## config.mk

```make
export PLATFORM = sky130hd
export DESIGN_NAME = uart_rx_byte
export DESIGN_NICKNAME = d
export VERILOG_FILES = /design/src/rtl/uart_pkg.sv /design/src/rtl/uart_baud_cnt.sv /design/src/rtl/uart_rx_byte.sv
export SDC_FILE = /design/constraint.sdc
export NUM_CORES = 1
export LEC_CHECK = 0
export ABC_AREA = 0
export CORE_MARGIN = 2
export CORE_UTILIZATION = 61
export DETAILED_ROUTE_END_ITERATION = 10
export DONT_BUFFER_PORTS = 1
export PLACE_DENSITY = 0.77
export SLEW_MARGIN = 20
export SYNTH_ARGS = -nofsm -noshare
export SYNTH_HDL_FRONTEND = slang
export SYNTH_SLANG_ARGS = --single-unit
```

## constraint.sdc

```tcl
create_clock -name clk -period 2.8 [get_ports clk]
set_input_delay 0.28 -clock clk [delete_from_list [all_inputs] [get_ports clk]]
set_output_delay 0.28 -clock clk [all_outputs]
set_load 0.05 [all_outputs]
```

## src/rtl/uart_pkg.sv

```systemverilog
// Shared UART definitions: receiver/transmitter state encoding and frame constants.
package uart_pkg;

    typedef enum logic [2:0] {
        IDLE,
        START,
        DATA,
        PARITY,
        STOP,
        BREAK
    } uart_state_e;

    localparam int unsigned DATA_BITS  = 8;
    localparam logic        IDLE_LEVEL = 1'b1;

endpackage

```

## src/rtl/uart_baud_cnt.sv

```systemverilog
// Bit-period counter 0..DIV-1 with synchronous clear; flags the mid-bit and last cycle.
module uart_baud_cnt
    import uart_pkg::*;
#(
    parameter int unsigned DIV = 10
) (
    input  logic clk,
    input  logic rst_n,
    input  logic clr,
    output logic mid_tick,
    output logic full_tick
);

    localparam int unsigned CW = $clog2(DIV);

    logic [CW-1:0] cnt_q;
    logic [CW-1:0] cnt_d;

    assign mid_tick  = (cnt_q == CW'(DIV / 2 - 1));
    assign full_tick = (cnt_q == CW'(DIV - 1));

    always_comb begin
        cnt_d = cnt_q + CW'(1);
        if (clr || full_tick) begin
            cnt_d = '0;
        end
    end

    always_ff @(posedge clk or negedge rst_n) begin
        if (!rst_n) begin
            cnt_q <= '0;
        end else begin
            cnt_q <= cnt_d;
        end
    end

endmodule

```

## src/rtl/uart_rx_byte.sv

```systemverilog
// Oversampling UART receiver, 8N1 by default; define UART_RX_PARITY_EN for 8E1 framing.
// rst is asynchronous and active low.
module uart_rx_byte
    import uart_pkg::*;
#(
    parameter int unsigned CLK_HZ = 100_000_000,
    parameter int unsigned BAUD   = 115200
) (
    input  logic       clk,
    input  logic       rst,
    input  logic       rx,
    output logic [7:0] rxdw,
    output logic       rxrdy,
    output logic       ferr,
    output logic       busy
);

    localparam int unsigned DIV = CLK_HZ / BAUD;
    localparam int unsigned IW  = $clog2(DATA_BITS);

    uart_state_e state_q, state_d;

    logic rx_meta_q, rx_meta_d;
    logic rx_s_q, rx_s_d;
    logic rx_prev_q, rx_prev_d;
    logic [DATA_BITS-1:0] shift_q, shift_d;
    logic [IW-1:0] idx_q, idx_d;
    logic [7:0] rxdw_q, rxdw_d;
    logic rxrdy_q, rxrdy_d;
    logic ferr_q, ferr_d;
    logic baud_clr;
    logic mid_tick;
    logic full_tick;

`ifdef UART_RX_PARITY_EN
    logic parity_bad;
    assign parity_bad = ^{shift_q, rx_s_q};
`endif

    uart_baud_cnt #(.DIV(DIV)) u_baud (
        .clk       (clk),
        .rst_n     (rst),
        .clr       (baud_clr),
        .mid_tick  (mid_tick),
        .full_tick (full_tick)
    );

    always_ff @(posedge clk or negedge rst) begin
        if (!rst) begin
            state_q <= IDLE;
        end else begin
            state_q <= state_d;
        end
    end

    // Stop bit is judged at its middle, so IDLE is re-entered half a bit early.
    always_comb begin
        state_d  = state_q;
        baud_clr = 1'b0;
        case (state_q)
            IDLE: begin
                baud_clr = 1'b1;
                if (rx_prev_q && !rx_s_q) begin
                    state_d = START;
                end
            end
            START: begin
                if (mid_tick) begin
                    baud_clr = 1'b1;
                    state_d  = rx_s_q ? IDLE : DATA;
                end
            end
            DATA: begin
                if (full_tick && (idx_q == IW'(DATA_BITS - 1))) begin
`ifdef UART_RX_PARITY_EN
                    state_d = PARITY;
`else
                    state_d = STOP;
`endif
                end
            end
`ifdef UART_RX_PARITY_EN
            PARITY: begin
                if (full_tick) begin
                    if (parity_bad) begin
                        state_d = rx_s_q ? IDLE : BREAK;
                    end else begin
                        state_d = STOP;
                    end
                end
            end
`endif
            STOP: begin
                if (full_tick) begin
                    state_d = rx_s_q ? IDLE : BREAK;
                end
            end
            BREAK: begin
                baud_clr = 1'b1;
                if (rx_s_q) begin
                    state_d = IDLE;
                end
            end
            default: begin
                state_d = IDLE;
            end
        endcase
    end

    always_comb begin
        rx_meta_d = rx;
        rx_s_d    = rx_meta_q;
        rx_prev_d = rx_s_q;
        shift_d   = shift_q;
        idx_d     = idx_q;
        rxdw_d    = rxdw_q;
        rxrdy_d   = 1'b0;
        ferr_d    = 1'b0;
        busy      = (state_q != IDLE);
        case (state_q)
            START: begin
                idx_d = '0;
            end
            DATA: begin
                if (full_tick) begin
                    shift_d = {rx_s_q, shift_q[DATA_BITS-1:1]};
                    idx_d   = idx_q + IW'(1);
                end
            end
`ifdef UART_RX_PARITY_EN
            PARITY: begin
                if (full_tick && parity_bad) begin
                    ferr_d = 1'b1;
                end
            end
`endif
            STOP: begin
                if (full_tick) begin
                    if (rx_s_q) begin
                        rxdw_d  = shift_q;
                        rxrdy_d = 1'b1;
                    end else begin
                        ferr_d = 1'b1;
                    end
                end
            end
            default: begin
            end
        endcase
    end

    always_ff @(posedge clk or negedge rst) begin
        if (!rst) begin
            rx_meta_q <= IDLE_LEVEL;
            rx_s_q    <= IDLE_LEVEL;
            rx_prev_q <= IDLE_LEVEL;
            shift_q   <= '0;
            idx_q     <= '0;
            rxdw_q    <= 8'h00;
            rxrdy_q   <= 1'b0;
            ferr_q    <= 1'b0;
        end else begin
            rx_meta_q <= rx_meta_d;
            rx_s_q    <= rx_s_d;
            rx_prev_q <= rx_prev_d;
            shift_q   <= shift_d;
            idx_q     <= idx_d;
            rxdw_q    <= rxdw_d;
            rxrdy_q   <= rxrdy_d;
            ferr_q    <= ferr_d;
        end
    end

    assign rxdw  = rxdw_q;
    assign rxrdy = rxrdy_q;
    assign ferr  = ferr_q;

endmodule

```

# [After elaboration in Yosys (flattened, before gate mapping)]
# Cells that the tools add are included.
[word_totals] rom_bits=0 register_bits=37 n_memories=0 word_cells=56 ramBits=0 latch_bits=0
[classes] muxes=19 n_div=0 multipliers=0 bitwise_logic=0 shifts=0 order_cmp=0 eq_ne=13 n_addsub=2 n_reduce_logical=12
[ops] op="3-bit 2-to-1 mux" count=7
[ops] op="3-bit one-hot mux with 5 select lines" count=1
[ops] op="2-bit inequality test (second input constant)" count=6
[ops] op="10-bit by 1-bit adder with 10-bit output (second input constant)" count=1
[ops] op="10-bit == test (second input constant)" count=1
[ops] op="10-bit by 9-bit == test with 1-bit output (second input constant)" count=1
[ops] op="10-bit 2-to-1 mux" count=1
[ops] op="3-bit == test (second input constant)" count=3
[ops] op="1-bit 2-to-1 mux" count=7
[ops] op="3-bit one-hot mux with 2 select lines" count=1
[ops] op="5-bit AND reduction" count=1
[ops] op="2-bit AND reduction" count=2
[ops] op="3-bit by 1-bit adder with 3-bit output (second input constant)" count=1
[ops] op="3-bit by 1-bit == test with 1-bit output (second input constant)" count=1
[ops] op="3-bit by 2-bit == test with 1-bit output (second input constant)" count=1
[ops] op="3-bit logical NOT" count=1
[ops] op="3-bit AND reduction" count=1
[ops] op="3-bit nonzero test" count=1
[ops] op="1-bit logical AND" count=2
[ops] op="2-bit 2-to-1 mux" count=1
[ops] op="1-bit one-hot mux with 2 select lines" count=1
[ops] op="2-bit nonzero test" count=1
[ops] op="2-bit OR reduction" count=1
[ops] op="1-bit logical NOT" count=1
[ops] op="1-bit logical OR" count=1

# [Logic depth before layout (Yosys ltp)]
# Gate-level depths: netlist of the first run.
[depth] ltp_word=5 mapped_depth=7

# [By module]
# A second synthesis of the first run with hierarchy kept.
[unflattened] cells_unflattened=135 hier_area_um2=1642.8
[by_module_without_submodules] module="uart_rx_byte" instances=1 cells_each=81 area_each_um2=1126.1
[by_module_without_submodules] module="uart_baud_cnt" instances=1 cells_each=54 area_each_um2=516.7

# [Worst setup path after synthesis of the first run]
# OpenSTA, ideal clock, no wires.
[synth_path] kind="register to register" from="register u_baud.cnt_q[3]" to="register shift_q[2]" path_stages_with_launch=5 synth_period_minus_slack_ns=1.957 setup_time_ns=0.125 n_path_buf=1 arrival_ns=1.832 slack_ns=0.843 required_time_ns=2.675 cell_sequence="dfrtp_1 > or3b_4 > or4b_4 > buf_6 > mux2_4"
[synth_via] elab_chain_cells=2
[synth_rtl] element="start: declaration" line_no="uart_baud_cnt.sv:16" rtl="logic [CW-1:0] cnt_q;"
[synth_rtl] element="start signal: assignment" line_no="uart_baud_cnt.sv:33" rtl="cnt_q <= cnt_d;"
[synth_rtl] element="10-bit == test" line_no="uart_baud_cnt.sv:20" rtl="assign full_tick = (cnt_q == CW'(DIV - 1));"
[synth_rtl] element="2-bit AND reduction (no source line)"
[synth_rtl] element="end signal: assignment" line_no="uart_rx_byte.sv:166" rtl="shift_q <= shift_d;"
[synth_rtl] element="end: declaration" line_no="uart_rx_byte.sv:26" rtl="logic [DATA_BITS-1:0] shift_q, shift_d;"
# No other way between the ends.
# A chain may end at the register's enable or synchronous reset.

# [Final worst setup path of the first run]
[layout_path] from="register u_baud.cnt_q[0]" to="register rxdw_q[7] (netlist: rxdw[7])"
[layout_via] elab_chain_cells=2
[layout_rtl] element="10-bit == test" line_no="uart_baud_cnt.sv:20"
[layout_rtl] element="3-bit AND reduction (no source line)"
[layout_rtl] element="end signal: assignment" line_no="uart_rx_byte.sv:168" rtl="rxdw_q <= rxdw_d;"
[layout_rtl] element="end: declaration" line_no="uart_rx_byte.sv:28" rtl="logic [7:0] rxdw_q, rxdw_d;"
# No other way between the ends.

==> metrics.txt, run 1 <==
# TYPE chip_impl_metric gauge
chip_impl_info{name="result_of_the_run",value="finished clean"} 1
chip_impl_metric{name="syn_avg_cell_area",unit="sq um"} 12.3
chip_impl_info{name="setup.worst_path.class",value="flop to flop"} 1
chip_impl_metric{name="residual_antenna_violating_net_count_after_detailed_routing",unit=""} 0
chip_impl_metric{name="track_usage",unit="%"} 19.5
chip_impl_metric{name="final-hold-violation-count",unit=""} 0
chip_impl_info{name="tritoncts",value="done"} 1
chip_impl_metric{name="layout-area-overhead-vs-synth",unit="%"} 8.28
chip_impl_metric{name="synth-seq-cells",unit=""} 37
chip_impl_metric{name="leakage",unit="nW"} 0.896
chip_impl_metric{name="post_cts_buffers",unit=""} 0
chip_impl_metric{name="final.setup.tns",unit="ns"} 0
chip_impl_metric{name="fin_skew",unit="ns"} 0.0123
chip_impl_metric{name="fin_cells",unit=""} 171
chip_impl_metric{name="numCtsBuffers",unit=""} 5
chip_impl_metric{name="vdd_ir_drop_max",unit="V"} 0.000473
chip_impl_metric{name="synth_warnings",unit=""} 0
chip_impl_info{name="critPathLaunchType",value="flop"} 1
chip_impl_metric{name="netlist_instances",unit=""} 133
chip_impl_info{name="mostFrequentLayoutCell",value="sky130_fd_sc_hd__dfrtp_1"} 1
chip_impl_metric{name="first_pass_grt_wire_length",unit="mm"} 4.69
chip_impl_metric{name="gp_congestion",unit=""} 0.817
chip_impl_metric{name="timing.critical_path.buf_inv",unit=""} 0
chip_impl_metric{name="timing.fmax",unit="GHz"} 0.485
chip_impl_metric{name="fin_hold_ws",unit="ns"} 0.351
chip_impl_metric{name="post_synth_instance_area",unit="sq um"} 1630
chip_impl_metric{name="pin_count_of_the_biggest_net_entering_global_routing",unit=""} 38
chip_impl_metric{name="maxCapViolations",unit=""} 0
chip_impl_metric{name="vias_in_the_first_global_route",unit=""} 996
chip_impl_info{name="worst_setup_path_end_kind",value="flop"} 1
chip_impl_metric{name="num-nets-final",unit=""} 148
chip_impl_metric{name="power-per-cell-area",unit="nW/um^2"} 626
chip_impl_info{name="critical_path.slowest_cell",value="sky130_fd_sc_hd__dfrtp_1"} 1
chip_impl_metric{name="period_minus_slack",unit="ns"} 2.06
chip_impl_metric{name="timing.critical_path.required",unit="ns"} 3.03
chip_impl_metric{name="vias_per_cell",unit=""} 5.79
chip_impl_info{name="root_buffer",value="sky130_fd_sc_hd__clkbuf_4"} 1
chip_impl_metric{name="path_max_fanout",unit=""} 9
chip_impl_metric{name="synth.net_count",unit=""} 140
chip_impl_metric{name="drt_drc_violations_left",unit=""} 0
chip_impl_metric{name="largest_incremental_delay_on_the_critical_path",unit="ns"} 0.44
chip_impl_metric{name="port-buffer-count",unit=""} 0
chip_impl_info{name="synth_largest_area_cell",value="sky130_fd_sc_hd__dfrtp_1"} 1
chip_impl_metric{name="placement_rows",unit=""} 18
chip_impl_info{name="cp_top_family",value="simple AND/OR/NAND/NOR gates"} 1
chip_impl_metric{name="synth.yosys.seq_area_share",unit="%"} 56.9
chip_impl_metric{name="final-setup-viol-count",unit=""} 0
chip_impl_metric{name="die-height",unit="microns"} 55.7
chip_impl_metric{name="initial_utilization",unit="%"} 65.3
chip_impl_metric{name="slew_violations",unit=""} 0
chip_impl_metric{name="tightestPinTransition",unit="ns"} 0.480
chip_impl_metric{name="place_hpwl",unit="mm"} 1.74
chip_impl_metric{name="route.detailed.wl_per_inst",unit="microns"} 14.7
chip_impl_metric{name="maximum_level_of_the_cts_h_tree",unit=""} 2
chip_impl_metric{name="area_share_of_the_largest_cell_type_after_synthesis",unit="%"} 52.1
chip_impl_metric{name="grt_antenna_before_repair",unit=""} 0
chip_impl_metric{name="numClockSinks",unit=""} 37
chip_impl_info{name="synth_area_leaders",value="sky130_fd_sc_hd__dfrtp_1, sky130_fd_sc_hd__mux2_2, sky130_fd_sc_hd__mux2_4"} 1
chip_impl_metric{name="pre_cts_ws",unit="ns"} 0.737
chip_impl_metric{name="drt_first_iter_violations",unit=""} 48
chip_impl_metric{name="pin_count",unit=""} 14
chip_impl_metric{name="die_width",unit="microns"} 55.7
chip_impl_metric{name="placed_cells_incl_taps",unit=""} 161
chip_impl_metric{name="routed-via-count",unit=""} 990
chip_impl_metric{name="cts.reportedPaths.clkPinSlew",unit="ns"} 0.11
chip_impl_info{name="commonest_non_fill_non_tap_cells_in_the_layout",value="sky130_fd_sc_hd__dfrtp_1, sky130_fd_sc_hd__nor2_1, sky130_fd_sc_hd__nand3_1, sky130_fd_sc_hd__mux2_2, sky130_fd_sc_hd__nand2_1"} 1
chip_impl_metric{name="drt-total-wl",unit="mm"} 2.52
chip_impl_metric{name="yosys.cell_types.count",unit=""} 32
chip_impl_metric{name="final_layout_size_suffix_gt1_share",unit="%"} 22.0
chip_impl_metric{name="fp.dieArea",unit="sq um"} 3110
chip_impl_info{name="worstPathCellList",value="ha_1 > nand4bb_1 > nor3_4 > nand4_2 > mux2_2"} 1
chip_impl_metric{name="max-slew-margin-rel",unit="%"} 67.9
chip_impl_metric{name="cts-root-to-sink-buffers",unit=""} 2
chip_impl_metric{name="clock_insertion_delay_at_the_later_pin_of_the_skew_report",unit="ns"} 0.33
chip_impl_metric{name="critPathArrivalTime",unit="ns"} 2.29
chip_impl_metric{name="first_pass_iteration_count_of_the_detailed_router",unit=""} 4
chip_impl_metric{name="core-area",unit="sq um"} 2500
chip_impl_info{name="hp-class",value="flop to flop"} 1
chip_impl_info{name="grt_setup_unrepaired",value="false"} 1
chip_impl_metric{name="antenna-diode-count",unit=""} 0
chip_impl_metric{name="final_period_utilization",unit="%"} 73.6
chip_impl_metric{name="finalWorstSetupSlack",unit="ns"} 0.738
chip_impl_metric{name="grt.overflow.total",unit=""} 0
[report_power, final]
part           internal (mW)  switching [mW]
Clock                  0.182           0.166
Sequential             0.575          0.0506
Combinational         0.0552          0.0789
[metrics by stage]
stage	area (sq um)	utilization (%)	total power [mW]
3_5_place_dp	1660	66.2	0.754
5_1_grt	1770	70.7	1.17
2_1_floorplan	1630	-	0.726
6_report	1770	70.7	1.11
3_3_place_gp	1660	66.2	0.748
4_1_cts	1770	70.7	1.12
[cells by family after synthesis]
| logic type | after synthesis | synth area share [%] |
|---|---|---|
| xor gates and xnor gates | 8 | 4.29 |
| buffers and inverters | 7 | 2.07 |
| adders and majority gates | 4 | 3.07 |
| AOI/OAI and AO/OA | 10 | 4.06 |
| DFF | 37 | 56.9 |
| muxes | 16 | 12.4 |
| and+or+nand+nor | 51 | 17.2 |
[cell usage after synthesis]
library cell,count
sky130_fd_sc_hd__buf_6,1
sky130_fd_sc_hd__or4b_4,1
sky130_fd_sc_hd__clkbuf_1,1
sky130_fd_sc_hd__nand4_2,1
sky130_fd_sc_hd__nand2b_1,1
sky130_fd_sc_hd__nor4_1,1
sky130_fd_sc_hd__nand3_1,11
sky130_fd_sc_hd__xor2_1,2
sky130_fd_sc_hd__nor3_4,1
sky130_fd_sc_hd__nand4b_1,1
sky130_fd_sc_hd__o2bb2ai_1,1
sky130_fd_sc_hd__a21oi_1,2
sky130_fd_sc_hd__o21ai_0,3
sky130_fd_sc_hd__a21o_1,2
sky130_fd_sc_hd__dfstp_2,3
sky130_fd_sc_hd__nor3_1,4
sky130_fd_sc_hd__inv_1,5
sky130_fd_sc_hd__nand2_1,8
sky130_fd_sc_hd__xnor2_1,6
sky130_fd_sc_hd__o311ai_0,1
sky130_fd_sc_hd__or3b_4,1
sky130_fd_sc_hd__mux2_2,10
sky130_fd_sc_hd__nand4bb_1,1
sky130_fd_sc_hd__nor2_1,15
sky130_fd_sc_hd__and3_1,1
sky130_fd_sc_hd__mux2_4,6
sky130_fd_sc_hd__dfrtp_1,34
sky130_fd_sc_hd__nor3b_1,1
sky130_fd_sc_hd__ha_1,4
sky130_fd_sc_hd__nor2b_1,1
sky130_fd_sc_hd__a22o_1,1
sky130_fd_sc_hd__or3_1,2
[state kept, by name, summed over array words and instances (netlist names)]
signal,cells
u_baud.cnt_q,10
rxdw,8
shift_q,8
idx_q,3
state_q,3
ferr,1
rx_meta_q,1
rx_prev_d,1
rx_prev_q,1
rxrdy,1
[routing by layer]
metal	routed length, microns	track usage, %	up-vias
met5	0	0	-
met4	40	8.71	0
met3	125	5.81	5
met2	1100	26.5	28
met1	1250	28.7	482
li1	-	-	475
[timing repair]
action,CTS,global route
setup endpoints to repair,0,0
hold endpoints to repair,38,0
gates resized for setup,0,0
hold buffers,3,0
[worst paths after layout]
path | startpoint | to | slack, ns | depth (start not counted)
min | rx_meta_q$_DFF_PN1_ | rx_prev_d$_DFF_PN1_ | 0.35 | 0
min reg2reg | rx_meta_q$_DFF_PN1_ | rx_prev_d$_DFF_PN1_ | 0.35 | 0
max reg2reg | u_baud.cnt_q[0]$_DFF_PN0_ | rxdw[7]$_DFFE_PN0P_ | 0.74 | 5
max in group asynchronous | rst | rx_meta_q$_DFF_PN1_ | 2.16 | 2
max | u_baud.cnt_q[0]$_DFF_PN0_ | rxdw[7]$_DFFE_PN0P_ | 0.74 | 5
min in group asynchronous | rst | shift_q[7]$_DFFE_PN0P_ | 0.38 | 2
[layout make-up]
type	instances	area (sq um)
repair buffers	3	40.0
flip-flops and latches	37	930
inverters	5	18.8
multi-input cells	89	669
well taps	30	37.5
clock inverters	2	35.0
fillers	170	732
clock buffers	5	37.5
Power figures use the tool's default switching activity.
==> inputs of run 2 (changes only) <==
==> constraint.sdc (replaced) <==
create_clock -name clk -period 1.9 [get_ports clk]
set_input_delay 0.19 -clock clk [delete_from_list [all_inputs] [get_ports clk]]
set_output_delay 0.19 -clock clk [all_outputs]
set_load 0.05 [all_outputs]
==> metrics.txt, run 2 (synthesis gave the netlist of run 1 again) <==
# TYPE chip_impl_metric gauge
chip_impl_info{name="hp-class",value="input pin to asynchronous set/reset pin"} 1
chip_impl_metric{name="pre_cts_ws",unit="ns"} -0.0219
chip_impl_metric{name="largest_incremental_delay_on_the_critical_path",unit="ns"} 0.65
chip_impl_metric{name="fin_skew",unit="ns"} 0.0195
chip_impl_metric{name="track_usage",unit="%"} 21.2
chip_impl_metric{name="final.setup.tns",unit="ns"} 0
chip_impl_metric{name="maximum_level_of_the_cts_h_tree",unit=""} 2
chip_impl_metric{name="pin_count_of_the_biggest_net_entering_global_routing",unit=""} 38
chip_impl_info{name="mostFrequentLayoutCell",value="sky130_fd_sc_hd__dfrtp_1"} 1
chip_impl_metric{name="finalWorstSetupSlack",unit="ns"} 0.0157
chip_impl_metric{name="final_layout_size_suffix_gt1_share",unit="%"} 31.0
chip_impl_metric{name="fp.dieArea",unit="sq um"} 3110
chip_impl_info{name="root_buffer",value="sky130_fd_sc_hd__clkbuf_4"} 1
chip_impl_metric{name="power_switching",unit="mW"} 0.472
chip_impl_metric{name="slew_violations",unit=""} 0
chip_impl_metric{name="timing.critical_path.buf_inv",unit=""} 0
chip_impl_metric{name="grt_antenna_before_repair",unit=""} 0
chip_impl_info{name="critPathLaunchType",value="flop"} 1
chip_impl_metric{name="numCtsBuffers",unit=""} 5
chip_impl_metric{name="leakage",unit="nW"} 0.975
chip_impl_metric{name="core-area",unit="sq um"} 2500
chip_impl_metric{name="sequentialPowerShare",unit="%"} 54.9
chip_impl_metric{name="final-hold-violation-count",unit=""} 0
chip_impl_info{name="result_of_the_run",value="finished clean"} 1
chip_impl_info{name="tritoncts",value="done"} 1
chip_impl_metric{name="drt_first_iter_violations",unit=""} 23
chip_impl_metric{name="gp_congestion",unit=""} 0.844
chip_impl_metric{name="maxCapViolations",unit=""} 0
chip_impl_metric{name="cts-root-to-sink-buffers",unit=""} 2
chip_impl_metric{name="path_max_fanout",unit=""} 12
chip_impl_metric{name="pin_count",unit=""} 14
chip_impl_info{name="rr_startpoint",value="u_baud.cnt_q[2]$_DFF_PN0_"} 1
chip_impl_info{name="cp_top_family",value="simple AND/OR/NAND/NOR gates"} 1
chip_impl_metric{name="total_power",unit="mW"} 1.63
chip_impl_metric{name="numClockSinks",unit=""} 37
chip_impl_metric{name="drt_drc_violations_left",unit=""} 0
chip_impl_info{name="grt_setup_unrepaired",value="true"} 1
chip_impl_metric{name="power.share.clock",unit="%"} 26.8
chip_impl_metric{name="vias_per_cell",unit=""} 5.79
chip_impl_metric{name="num-nets-final",unit=""} 164
chip_impl_metric{name="tightestPinTransition",unit="ns"} 0.496
chip_impl_metric{name="cts.reportedPaths.clkPinSlew",unit="ns"} 0.12
chip_impl_metric{name="initial_utilization",unit="%"} 65.3
chip_impl_info{name="commonest_non_fill_non_tap_cells_in_the_layout",value="sky130_fd_sc_hd__dfrtp_1, sky130_fd_sc_hd__nor2_1, sky130_fd_sc_hd__buf_4, sky130_fd_sc_hd__nand3_1, sky130_fd_sc_hd__mux2_2"} 1
chip_impl_metric{name="fin_hold_ws",unit="ns"} 0.276
chip_impl_metric{name="first_pass_iteration_count_of_the_detailed_router",unit=""} 4
chip_impl_info{name="largest-register",value="u_baud.cnt_q"} 1
chip_impl_metric{name="die_width",unit="microns"} 55.7
chip_impl_metric{name="die-height",unit="microns"} 55.7
chip_impl_metric{name="period_minus_slack",unit="ns"} 1.88
chip_impl_metric{name="drt-total-wl",unit="mm"} 2.98
chip_impl_info{name="crit_start",value="u_baud.cnt_q[2]$_DFF_PN0_"} 1
chip_impl_metric{name="clock_insertion_delay_at_the_later_pin_of_the_skew_report",unit="ns"} 0.35
chip_impl_metric{name="route.detailed.wl_per_inst",unit="microns"} 15.8
chip_impl_metric{name="final-setup-viol-count",unit=""} 0
chip_impl_metric{name="first_pass_grt_wire_length",unit="mm"} 4.99
chip_impl_metric{name="placement_rows",unit=""} 18
chip_impl_metric{name="antenna-diode-count",unit=""} 0
chip_impl_metric{name="vias_in_the_first_global_route",unit=""} 1077
chip_impl_info{name="worst_setup_path_end_kind",value="flop"} 1
chip_impl_info{name="critical_path.slowest_cell",value="sky130_fd_sc_hd__or4b_4"} 1
chip_impl_metric{name="timing.fmax",unit="GHz"} 0.531
chip_impl_metric{name="max-slew-margin-rel",unit="%"} 66.9
chip_impl_metric{name="port-buffer-count",unit=""} 0
chip_impl_metric{name="vdd_ir_drop_max",unit="V"} 0.000838
chip_impl_metric{name="place_hpwl",unit="mm"} 2.00
chip_impl_metric{name="p_sw_share",unit="%"} 28.9
chip_impl_metric{name="critPathArrivalTime",unit="ns"} 2.12
chip_impl_metric{name="final_period_utilization",unit="%"} 99.2
chip_impl_info{name="setup.worst_path.class",value="flop to flop"} 1
chip_impl_metric{name="internal_power",unit="mW"} 1.16
chip_impl_metric{name="power-per-cell-area",unit="nW/um^2"} 858
chip_impl_metric{name="largest_reg_flops",unit=""} 10
chip_impl_metric{name="residual_antenna_violating_net_count_after_detailed_routing",unit=""} 0
chip_impl_metric{name="timing.critical_path.required",unit="ns"} 2.14
chip_impl_metric{name="share_comb_of_total_power",unit="%"} 18.3
chip_impl_metric{name="r2r_setup_slack",unit="ns"} 0.02
chip_impl_metric{name="routed-via-count",unit=""} 1089
chip_impl_metric{name="grt.overflow.total",unit=""} 0
chip_impl_metric{name="layout-area-overhead-vs-synth",unit="%"} 16.6
chip_impl_info{name="worstPathCellList",value="or3b_4 > or4b_4 > mux2_4"} 1
==> run 2: metrics by stage <==
stage	cell area, sq um	utilization, %	cells
floorplan	1640	-	133
global placement	1750	70.1	174
detailed placement	1750	70.1	174
CTS	1870	74.7	185
global route	1900	76.1	188
finish	1900	76.1	188
==> run 2: path summary, 6_finish.rpt <==
| kind | endpoint | depth (start not counted) |
|---|---|---|
| setup reg to reg | shift_q[3]$_DFFE_PN0P_ | 3 |
| min in group clk | rx_prev_d$_DFF_PN1_ | 0 |
| max in group asynchronous | rx_prev_q$_DFF_PN1_ | 2 |
| setup / recovery | shift_q[3]$_DFFE_PN0P_ | 3 |
| hold / removal | idx_q[0]$_DFFE_PN0P_ | 2 |
| hold reg to reg | rx_prev_d$_DFF_PN1_ | 0 |
==> run 2: area by class of cell <==
class	count	area [sq um]
Clock inverter	2	13.8
Multi-Input combinational cell	91	707
Fill cell	152	597
Clock buffer	6	51.3
Inverter	5	18.8
Sequential cell	37	930
Timing Repair Buffer	17	145
Tap cell	30	37.5
==> run 2: power groups by stage <==
stage,Sequential [mW],Clock [mW],Combinational (mW)
floorplan,0.920,0,0.149
global placement,0.905,0,0.255
detailed placement,0.910,0,0.264
CTS,0.895,0.450,0.289
global route,0.904,0.482,0.334
finish,0.897,0.439,0.299
==> run 2: timing repair <==
item / 4_1_cts / 5_1_grt
hold buffers: 3 / 0
setup endpoints to repair: 8 / 24
gates resized for setup: 1 / 3
cloned: 0 / 2
endpoints found under the hold margin: 38 / 0
pin swaps: 0 / 2
setup buffers: 0 / 1
==> run 2: layer usage <==
layer	GRT usage (%)	routed length, microns
met1	28.1	1310
met2	33.0	1450
met3	5.58	160
met4	9.41	50
met5	0	0
==> inputs of run 3 (changes only) <==
--- a/config.mk
+++ b/config.mk
@@ -7,10 +7,10 @@
 export LEC_CHECK = 0
 export ABC_AREA = 0
 export CORE_MARGIN = 2
-export CORE_UTILIZATION = 61
+export CORE_UTILIZATION = 66
 export DETAILED_ROUTE_END_ITERATION = 10
 export DONT_BUFFER_PORTS = 1
-export PLACE_DENSITY = 0.77
+export PLACE_DENSITY = 0.82
 export SLEW_MARGIN = 20
 export SYNTH_ARGS = -nofsm -noshare
 export SYNTH_HDL_FRONTEND = slang
==> constraint.sdc (replaced) <==
create_clock -name clk -period 2.41 [get_ports clk]
set_input_delay 0.241 -clock clk [delete_from_list [all_inputs] [get_ports clk]]
set_output_delay 0.241 -clock clk [all_outputs]
set_load 0.05 [all_outputs]
==> metrics.txt, run 3 (synthesis gave the netlist of run 1 again) <==
# TYPE chip_impl_metric gauge
chip_impl_info{name="result_of_the_run",value="finished clean"} 1
chip_impl_metric{name="share_comb_of_total_power",unit="%"} 13.1
chip_impl_metric{name="numClockSinks",unit=""} 37
chip_impl_info{name="critPathLaunchType",value="flop"} 1
chip_impl_info{name="mostFrequentLayoutCell",value="sky130_fd_sc_hd__dfrtp_1"} 1
chip_impl_info{name="worst_setup_path_end_kind",value="flop"} 1
chip_impl_metric{name="final.setup.tns",unit="ns"} 0
chip_impl_metric{name="slew_violations",unit=""} 0
chip_impl_metric{name="grt.overflow.total",unit=""} 0
chip_impl_metric{name="vdd_ir_drop_max",unit="V"} 0.000603
chip_impl_info{name="worstPathCellList",value="ha_1 > nand4bb_1 > nor3_4 > nand4_2 > mux2_2"} 1
chip_impl_info{name="rr_endpoint",value="rxdw[2]$_DFFE_PN0P_"} 1
chip_impl_metric{name="core-area",unit="sq um"} 2410
chip_impl_metric{name="cts-root-to-sink-buffers",unit=""} 2
chip_impl_info{name="tritoncts",value="done"} 1
chip_impl_metric{name="p_sw_share",unit="%"} 28.6
chip_impl_metric{name="cts.reportedPaths.clkPinSlew",unit="ns"} 0.11
chip_impl_metric{name="antenna-diode-count",unit=""} 0
chip_impl_metric{name="drt_first_iter_violations",unit=""} 14
chip_impl_metric{name="fin_skew",unit="ns"} 0.0107
chip_impl_info{name="crit_start",value="u_baud.cnt_q[0]$_DFF_PN0_"} 1
chip_impl_metric{name="final-setup-viol-count",unit=""} 0
chip_impl_metric{name="numCtsBuffers",unit=""} 5
chip_impl_metric{name="die_width",unit="microns"} 53.7
chip_impl_info{name="largest-register",value="u_baud.cnt_q"} 1
chip_impl_info{name="rr_startpoint",value="u_baud.cnt_q[0]$_DFF_PN0_"} 1
chip_impl_metric{name="first_pass_iteration_count_of_the_detailed_router",unit=""} 4
chip_impl_metric{name="critPathArrivalTime",unit="ns"} 2.31
chip_impl_info{name="grt_setup_unrepaired",value="false"} 1
chip_impl_metric{name="internal_power",unit="mW"} 0.843
chip_impl_metric{name="fill_cells",unit=""} 163
chip_impl_metric{name="max-slew-margin-rel",unit="%"} 67.4
chip_impl_metric{name="path_max_fanout",unit=""} 9
chip_impl_metric{name="worst-path-stages",unit=""} 5
chip_impl_metric{name="grt_antenna_before_repair",unit=""} 0
chip_impl_metric{name="final_period_utilization",unit="%"} 86.5
chip_impl_metric{name="final_layout_size_suffix_gt1_share",unit="%"} 22.4
chip_impl_metric{name="initial_utilization",unit="%"} 67.8
chip_impl_metric{name="timing.critical_path.required",unit="ns"} 2.63
chip_impl_info{name="setup.worst_path.class",value="flop to flop"} 1
chip_impl_metric{name="fp.dieArea",unit="sq um"} 2890
chip_impl_metric{name="pin_count",unit=""} 14
chip_impl_metric{name="leakage",unit="nW"} 0.892
chip_impl_metric{name="sequentialPowerShare",unit="%"} 61.5
chip_impl_metric{name="power-per-cell-area",unit="nW/um^2"} 672
chip_impl_info{name="hp-class",value="input pin to asynchronous set/reset pin"} 1
chip_impl_metric{name="vias_in_the_first_global_route",unit=""} 1025
chip_impl_info{name="cp_top_family",value="simple AND/OR/NAND/NOR gates"} 1
chip_impl_metric{name="first_pass_grt_wire_length",unit="mm"} 4.33
chip_impl_metric{name="total_power",unit="mW"} 1.18
chip_impl_info{name="root_buffer",value="sky130_fd_sc_hd__clkbuf_4"} 1
chip_impl_metric{name="place_hpwl",unit="mm"} 1.81
chip_impl_metric{name="maxCapViolations",unit=""} 0
chip_impl_metric{name="reg2reg_depth",unit=""} 5
chip_impl_metric{name="drt_drc_violations_left",unit=""} 0
chip_impl_info{name="commonest_non_fill_non_tap_cells_in_the_layout",value="sky130_fd_sc_hd__dfrtp_1, sky130_fd_sc_hd__nor2_1, sky130_fd_sc_hd__nand3_1, sky130_fd_sc_hd__mux2_2, sky130_fd_sc_hd__nand2_1"} 1
chip_impl_metric{name="maximum_level_of_the_cts_h_tree",unit=""} 2
chip_impl_metric{name="timing.critical_path.buf_inv",unit=""} 0
chip_impl_metric{name="routed-via-count",unit=""} 981
chip_impl_metric{name="r2r_setup_slack",unit="ns"} 0.33
chip_impl_metric{name="port-buffer-count",unit=""} 0
chip_impl_metric{name="layout-area-overhead-vs-synth",unit="%"} 7.43
chip_impl_metric{name="vias_per_cell",unit=""} 5.67
chip_impl_metric{name="ctsResizeCount",unit=""} 0
chip_impl_metric{name="residual_antenna_violating_net_count_after_detailed_routing",unit=""} 0
chip_impl_metric{name="final-hold-violation-count",unit=""} 0
chip_impl_metric{name="power.share.clock",unit="%"} 25.4
chip_impl_metric{name="track_usage",unit="%"} 22.0
chip_impl_metric{name="largest_incremental_delay_on_the_critical_path",unit="ns"} 0.44
chip_impl_info{name="critical_path.slowest_cell",value="sky130_fd_sc_hd__dfrtp_1"} 1
chip_impl_metric{name="pin_count_of_the_biggest_net_entering_global_routing",unit=""} 38
chip_impl_metric{name="drt-total-wl",unit="mm"} 2.61
chip_impl_metric{name="period_minus_slack",unit="ns"} 2.08
chip_impl_metric{name="timing.fmax",unit="GHz"} 0.480
chip_impl_metric{name="num-nets-final",unit=""} 149
chip_impl_metric{name="placement_rows",unit=""} 18
chip_impl_metric{name="clock_insertion_delay_at_the_later_pin_of_the_skew_report",unit="ns"} 0.34
chip_impl_metric{name="tightestPinTransition",unit="ns"} 0.489
chip_impl_metric{name="route.detailed.wl_per_inst",unit="microns"} 15.1
chip_impl_metric{name="gp_congestion",unit=""} 0.841
chip_impl_metric{name="die-height",unit="microns"} 53.7
chip_impl_metric{name="largest_reg_flops",unit=""} 10
chip_impl_metric{name="power_switching",unit="mW"} 0.337
-- run 3: cell count changes in the layout (fill, tap and decap cells not counted) --
cell,change
sky130_fd_sc_hd__o311ai_0,+1
sky130_fd_sc_hd__nand4_4,-1
sky130_fd_sc_hd__clkbuf_8,-1
sky130_fd_sc_hd__o311ai_2,-1
sky130_fd_sc_hd__clkinv_2,+1
sky130_fd_sc_hd__clkinv_4,-1
sky130_fd_sc_hd__a21o_2,-1
sky130_fd_sc_hd__buf_4,-13
sky130_fd_sc_hd__clkbuf_1,+1
-- run 3: worst max path at each step --
stage | to | slack (ns)
6_report | rxdw[2]$_DFFE_PN0P_ | 0.33
5_1_grt | rxdw[2]$_DFFE_PN0P_ | 0.16
4_1_cts | rxdw[2]$_DFFE_PN0P_ | 0.31
3_5_place_dp | rxdw[2]$_DFFE_PN0P_ | 0.32
3_3_place_gp | rxdw[5]$_DFFE_PN0P_ | 0.43
2_1_floorplan | shift_q[2]$_DFFE_PN0P_ | 0.45
-- run 3: timing repair --
item,CTS,global route
hold endpoints to repair,38,0
hold buffers,3,0
setup buffers,0,0
-- run 3: worst register-to-register path, stage by stage, from the launching register on --
cell and delay (ns):
sky130_fd_sc_hd__dfrtp_1 0.44, sky130_fd_sc_hd__ha_1 0.28, sky130_fd_sc_hd__nand4bb_1 0.22, sky130_fd_sc_hd__nor3_4 0.30
sky130_fd_sc_hd__nand4_2 0.34, sky130_fd_sc_hd__mux2_2 0.39
-- run 3: power by group through the flow --
stage	logic (mW)	clock network [mW]	registers, mW
5_1_grt	0.180	0.339	0.733
6_report	0.154	0.299	0.726
3_3_place_gp	0.135	0	0.732
3_5_place_dp	0.139	0	0.737
2_1_floorplan	0.118	0	0.725
4_1_cts	0.159	0.306	0.725
-- run 3: layer usage --
metal  wire, microns  global-route usage (%)  part of all wire (%)
met4              61                    12.8                   2.3
met5               0                       0                     0
met3              91                    5.00                   3.5
met1            1140                    24.1                    44
met2            1320                    38.6                    51
-- run 3: cell type report --
cell class                 instances  area (sq um)  area share, %
multi-input combinational         89           669           38.2
timing repair buffer               4          47.5           2.71
sequential                        37           930           53.0
inverter                           5          18.8           1.07
tap                               30          37.5           2.14
clock buffer                       6          41.3           2.35
clock inverter                     2          10.0          0.571
-- run 3: per-stage QoR --
step | utilization (%) | instance area, sq um | cells | setup slack (ns) | hold WS [ns]
5_1_grt | 72.8 | 1750 | 173 | 0.163 | 0.344
3_5_place_dp | 69.0 | 1660 | 162 | 0.318 | -0.0539
6_report | 72.8 | 1750 | 173 | 0.326 | 0.335
3_3_place_gp | 69.0 | 1660 | 162 | 0.434 | -0.0538
2_1_floorplan | - | 1630 | 133 | 0.453 | -0.0546
4_1_cts | 72.8 | 1750 | 173 | 0.306 | 0.338
==> patch 1, RTL diff (config.mk and constraints of run 1) <==
Set the parameter `CLK_HZ` to 50_000_000 (it was 100_000_000).
--- a/src/rtl/uart_rx_byte.sv
+++ b/src/rtl/uart_rx_byte.sv
@@ -4,5 +4,5 @@
     import uart_pkg::*;
 #(
-    parameter int unsigned CLK_HZ = 100_000_000,
+    parameter int unsigned CLK_HZ = 50_000_000,
     parameter int unsigned BAUD   = 115200
 ) (
Function: same outputs for any inputs over 10 cycles, from zero or initial values and one cycle with rst low; that may be too few to reach the edited logic, so the function may still have changed.
==> patch 1 against run 1 <==
  * Synthesized cell count decreased by 6.8%
  * Sequential cell count decreased by 1
  * Wire length increased by 0.12%
  * First-iteration DRC count decreased by 56%
  * Utilization decreased by 3.1 points
  * Clock skew decreased by 0.0068 ns
  * Critical path type unchanged
  * Synthesized area decreased by 5.2%
  * Power decreased by 1.5%
  * Cell area decreased by 7.0%
  * Worst setup slack got worse by 0.036 ns
  * Sequential power decreased by 3%
  * Non-clock buffer count unchanged
  * Critical endpoint is now rxdw[5]
  * Via count decreased by 7.3%
==> patch 1: results <==
# TYPE chip_impl_metric gauge
chip_impl_metric{name="grtUsageMet1",unit=""} 0.263
chip_impl_metric{name="power.leakage",unit="uW"} 0.000818
chip_impl_metric{name="grt_max_degree",unit=""} 37
chip_impl_info{name="synth_top_cells_by_area",value="sky130_fd_sc_hd__dfrtp_1, sky130_fd_sc_hd__mux2_2, sky130_fd_sc_hd__dfstp_2"} 1
chip_impl_metric{name="detail_route.wirelength.met1",unit="um"} 1190
chip_impl_metric{name="flip_flop_count_of_the_largest_register_after_layout",unit=""} 9
chip_impl_info{name="status",value="completed"} 1
chip_impl_metric{name="synthXorXnorAreaFrac",unit=""} 0.0453
chip_impl_metric{name="ir_worst_vdd",unit="uV"} 440
chip_impl_metric{name="final_net_count",unit=""} 139
chip_impl_metric{name="synth_area_per_inst",unit="sq um"} 12.5
chip_impl_metric{name="number_of_vias_per_cell",unit=""} 5.70
chip_impl_metric{name="dpl-instance-area",unit="sq mm"} 0.00156
chip_impl_metric{name="groute.layer.met2.usage",unit=""} 0.303
chip_impl_metric{name="part_of_the_yosys_area_used_for_sequential_elements",unit=""} 0.584
chip_impl_metric{name="synth.lib_cells_used.distinct",unit=""} 27
chip_impl_metric{name="grt_pass1_wl",unit="um"} 4130
chip_impl_metric{name="met3WireLength",unit="um"} 135
chip_impl_metric{name="routed_wirelength",unit="um"} 2520
chip_impl_metric{name="routed-wl-met2",unit="um"} 1160
chip_impl_metric{name="clock_power_share",unit=""} 0.230
chip_impl_metric{name="gpl.final_weighted_congestion",unit=""} 0.795
chip_impl_metric{name="max_transition_margin",unit=""} 0.654
chip_impl_metric{name="worstPathArrival",unit="ns"} 2.32
chip_impl_metric{name="synth_nets",unit=""} 132
chip_impl_metric{name="yosys.area_share.adder",unit=""} 0.0404
chip_impl_metric{name="layout-drive-gt1-share",unit=""} 0.206
==> patch 1: cell count changes after synthesis, moves of 2 or more <==
cell / run 1 / this run
sky130_fd_sc_hd__mux2_4: 6 / 0
sky130_fd_sc_hd__a21o_1: 2 / 0
sky130_fd_sc_hd__nand2_1: 8 / 5
sky130_fd_sc_hd__nand3_1: 11 / 3
sky130_fd_sc_hd__a21oi_1: 2 / 0
sky130_fd_sc_hd__mux2_2: 10 / 16
sky130_fd_sc_hd__nand4_1: 0 / 2
sky130_fd_sc_hd__or3_1: 2 / 0
sky130_fd_sc_hd__inv_1: 5 / 8
sky130_fd_sc_hd__mux2i_1: 0 / 3
==> patch 1: final cells by class <==
class,instances,area [sq um]
Sequential cell,36,905
Fill cell,175,788
Inverter,8,30.0
Tap cell,30,37.5
Timing Repair Buffer,3,40.0
Clock buffer,6,41.3
Clock inverter,1,5.00
Multi-Input combinational cell,77,586
==> patch 1: worst max-delay path, delay by kind of cell, from the launching register on <==
kind          cells  cell delay, ns
flops             1            0.41
simple gates      3            0.92
fa+ha+maj         1            0.14
buf+inv           1            0.08
mux               1            0.45
==> patch 1: worst paths after layout <==
path	start	endpoint	slack (ns)
worst max-delay path	u_baud.cnt_q[1]	rxdw[5]	0.70
worst min-delay path	rx_meta_q	rx_prev_d	0.36
worst max register to register	u_baud.cnt_q[1]	rxdw[5]	0.70
worst min register to register	rx_meta_q	rx_prev_d	0.36
max in group asynchronous	rst	rx_prev_q	2.16
min in group asynchronous	rst	state_q[1]	0.40
==> patch 1: stage by stage <==
stage	setup slack, ns	total power [uW]	hold WS (ns)
finish	0.702	1090	0.362
global route	0.553	1160	0.372
CTS	0.715	1100	0.363
detailed placement	0.726	832	-0.0149
global placement	0.766	819	-0.0149
floorplan	0.956	806	-0.0156
==> patch 2, RTL diff (flow settings as in run 1) <==
Made on the original files. Add an input register stage for `rx`; this delays it by one clock.
--- a/src/rtl/uart_rx_byte.sv
+++ b/src/rtl/uart_rx_byte.sv
@@ -18,4 +18,10 @@
     localparam int unsigned DIV = CLK_HZ / BAUD;
     localparam int unsigned IW  = $clog2(DATA_BITS);
+
+    logic rx_q;
+
+    always_ff @(posedge clk) begin
+        rx_q <= rx;
+    end
 
     uart_state_e state_q, state_d;
@@ -109,5 +115,5 @@
 
     always_comb begin
-        rx_meta_d = rx;
+        rx_meta_d = rx_q;
         rx_s_d    = rx_meta_q;
         rx_prev_d = rx_s_q;
Formal check against the unedited RTL: not equivalent (a bounded check fails within 4 cycles, from zero or initial values and one cycle with rst low).
==> patch 2 against run 1 <==
  * Worst setup slack worse by 0.19 ns
  * Cell area rose by 3.5%
  * Power is 1.7% higher
  * Synthesized area increased by 5.3%
  * Die area rose by 4.9%
  * Wire length increased by 15%
  * Sequential cell count increased by 1
  * Critical endpoint is now shift_q[7]
  * Largest power group unchanged
==> patch 2: results <==
# TYPE chip_impl_metric gauge
chip_impl_metric{name="worstPathArrival",unit="ns"} 2.48
chip_impl_info{name="worstSetupStartpoint",value="u_baud.cnt_q[2]"} 1
chip_impl_metric{name="power.leakage",unit="uW"} 0.000875
chip_impl_metric{name="global_route.usage.total",unit=""} 0.203
chip_impl_metric{name="first_global_vias",unit=""} 1046
chip_impl_metric{name="r2r_slack",unit="ns"} 0.55
chip_impl_info{name="synth_top_cells_by_count",value="sky130_fd_sc_hd__dfrtp_1, sky130_fd_sc_hd__nand2_1, sky130_fd_sc_hd__nor2_1"} 1
chip_impl_metric{name="dr_total_vias",unit=""} 1133
chip_impl_metric{name="maximum_fanout_along_the_worst_path",unit=""} 12
chip_impl_metric{name="seq_group",unit="uW"} 617
chip_impl_metric{name="synth_mux_area_frac",unit=""} 0.0771
chip_impl_info{name="synth_top_cells_by_area",value="sky130_fd_sc_hd__dfrtp_1, sky130_fd_sc_hd__mux2_2, sky130_fd_sc_hd__nand2_1"} 1
chip_impl_metric{name="max_slew.worst_pin.slew",unit="ns"} 0.512
chip_impl_metric{name="gpl.final_weighted_congestion",unit=""} 0.885
chip_impl_metric{name="grt_pass1_wl",unit="um"} 5020
chip_impl_metric{name="synthXorXnorAreaFrac",unit=""} 0.0357
chip_impl_metric{name="combinationalPowerShare",unit=""} 0.191
chip_impl_metric{name="r2r_cells",unit=""} 4
chip_impl_metric{name="postSynth.asyncResetShare",unit=""} 0.974
chip_impl_metric{name="synth-compound-area-share",unit=""} 0.0735
chip_impl_metric{name="synth.lib_cells_used.distinct",unit=""} 34
chip_impl_info{name="synth_flop_cell",value="sky130_fd_sc_hd__dfrtp_1"} 1
chip_impl_metric{name="routed_wirelength",unit="um"} 2900
chip_impl_metric{name="yosys.area_share.adder",unit=""} 0.0291
chip_impl_info{name="status",value="completed"} 1
chip_impl_metric{name="ir_worst_vdd",unit="uV"} 503
chip_impl_metric{name="final.fill_count",unit=""} 217
chip_impl_info{name="hold-path-endpoint",value="rx_meta_q"} 1
chip_impl_metric{name="synth_nets",unit=""} 166
chip_impl_info{name="worstSetupEndpoint",value="shift_q[7]"} 1
chip_impl_metric{name="cell_internal_pwr",unit="uW"} 773
chip_impl_info{name="worst_hold_startpoint",value="rx_meta_d"} 1
chip_impl_metric{name="finalClockSkew",unit="ns"} 0.0137
patch 2: metrics by stage:
step	power [uW]	setup slack, ns	std cells	hold WS (ns)	cell area (sq um)
global route	1200	0.384	195	0.321	1830
finish	1130	0.548	195	0.309	1830
CTS	1130	0.561	195	0.309	1830
global placement	816	0.681	184	-0.0147	1730
detailed placement	829	0.583	184	-0.0147	1730
floorplan	790	0.929	159	-0.0156	1720
patch 2: layer usage:
layer  track usage  wire length [um]
met3        0.0748               169
met5             0                 0
met4        0.0631                10
met2         0.299              1380
met1         0.285              1340
patch 2: repair_timing:
item / in CTS / in global routing
hold buffers: 3 / 0
setup endpoints to repair: 0 / 0
hold endpoints to repair: 38 / 0
setup buffers: 0 / 0
patch 2: area by class of cell:
class	instances	area, sq um	share of cell area
Clock buffer	6	51.3	0.0280
Clock inverter	2	12.5	0.00684
Inverter	6	22.5	0.0123
Multi-Input combinational cell	109	716	0.391
Sequential cell	38	950	0.519
Tap cell	31	38.8	0.0212
Timing Repair Buffer	3	40.0	0.0219
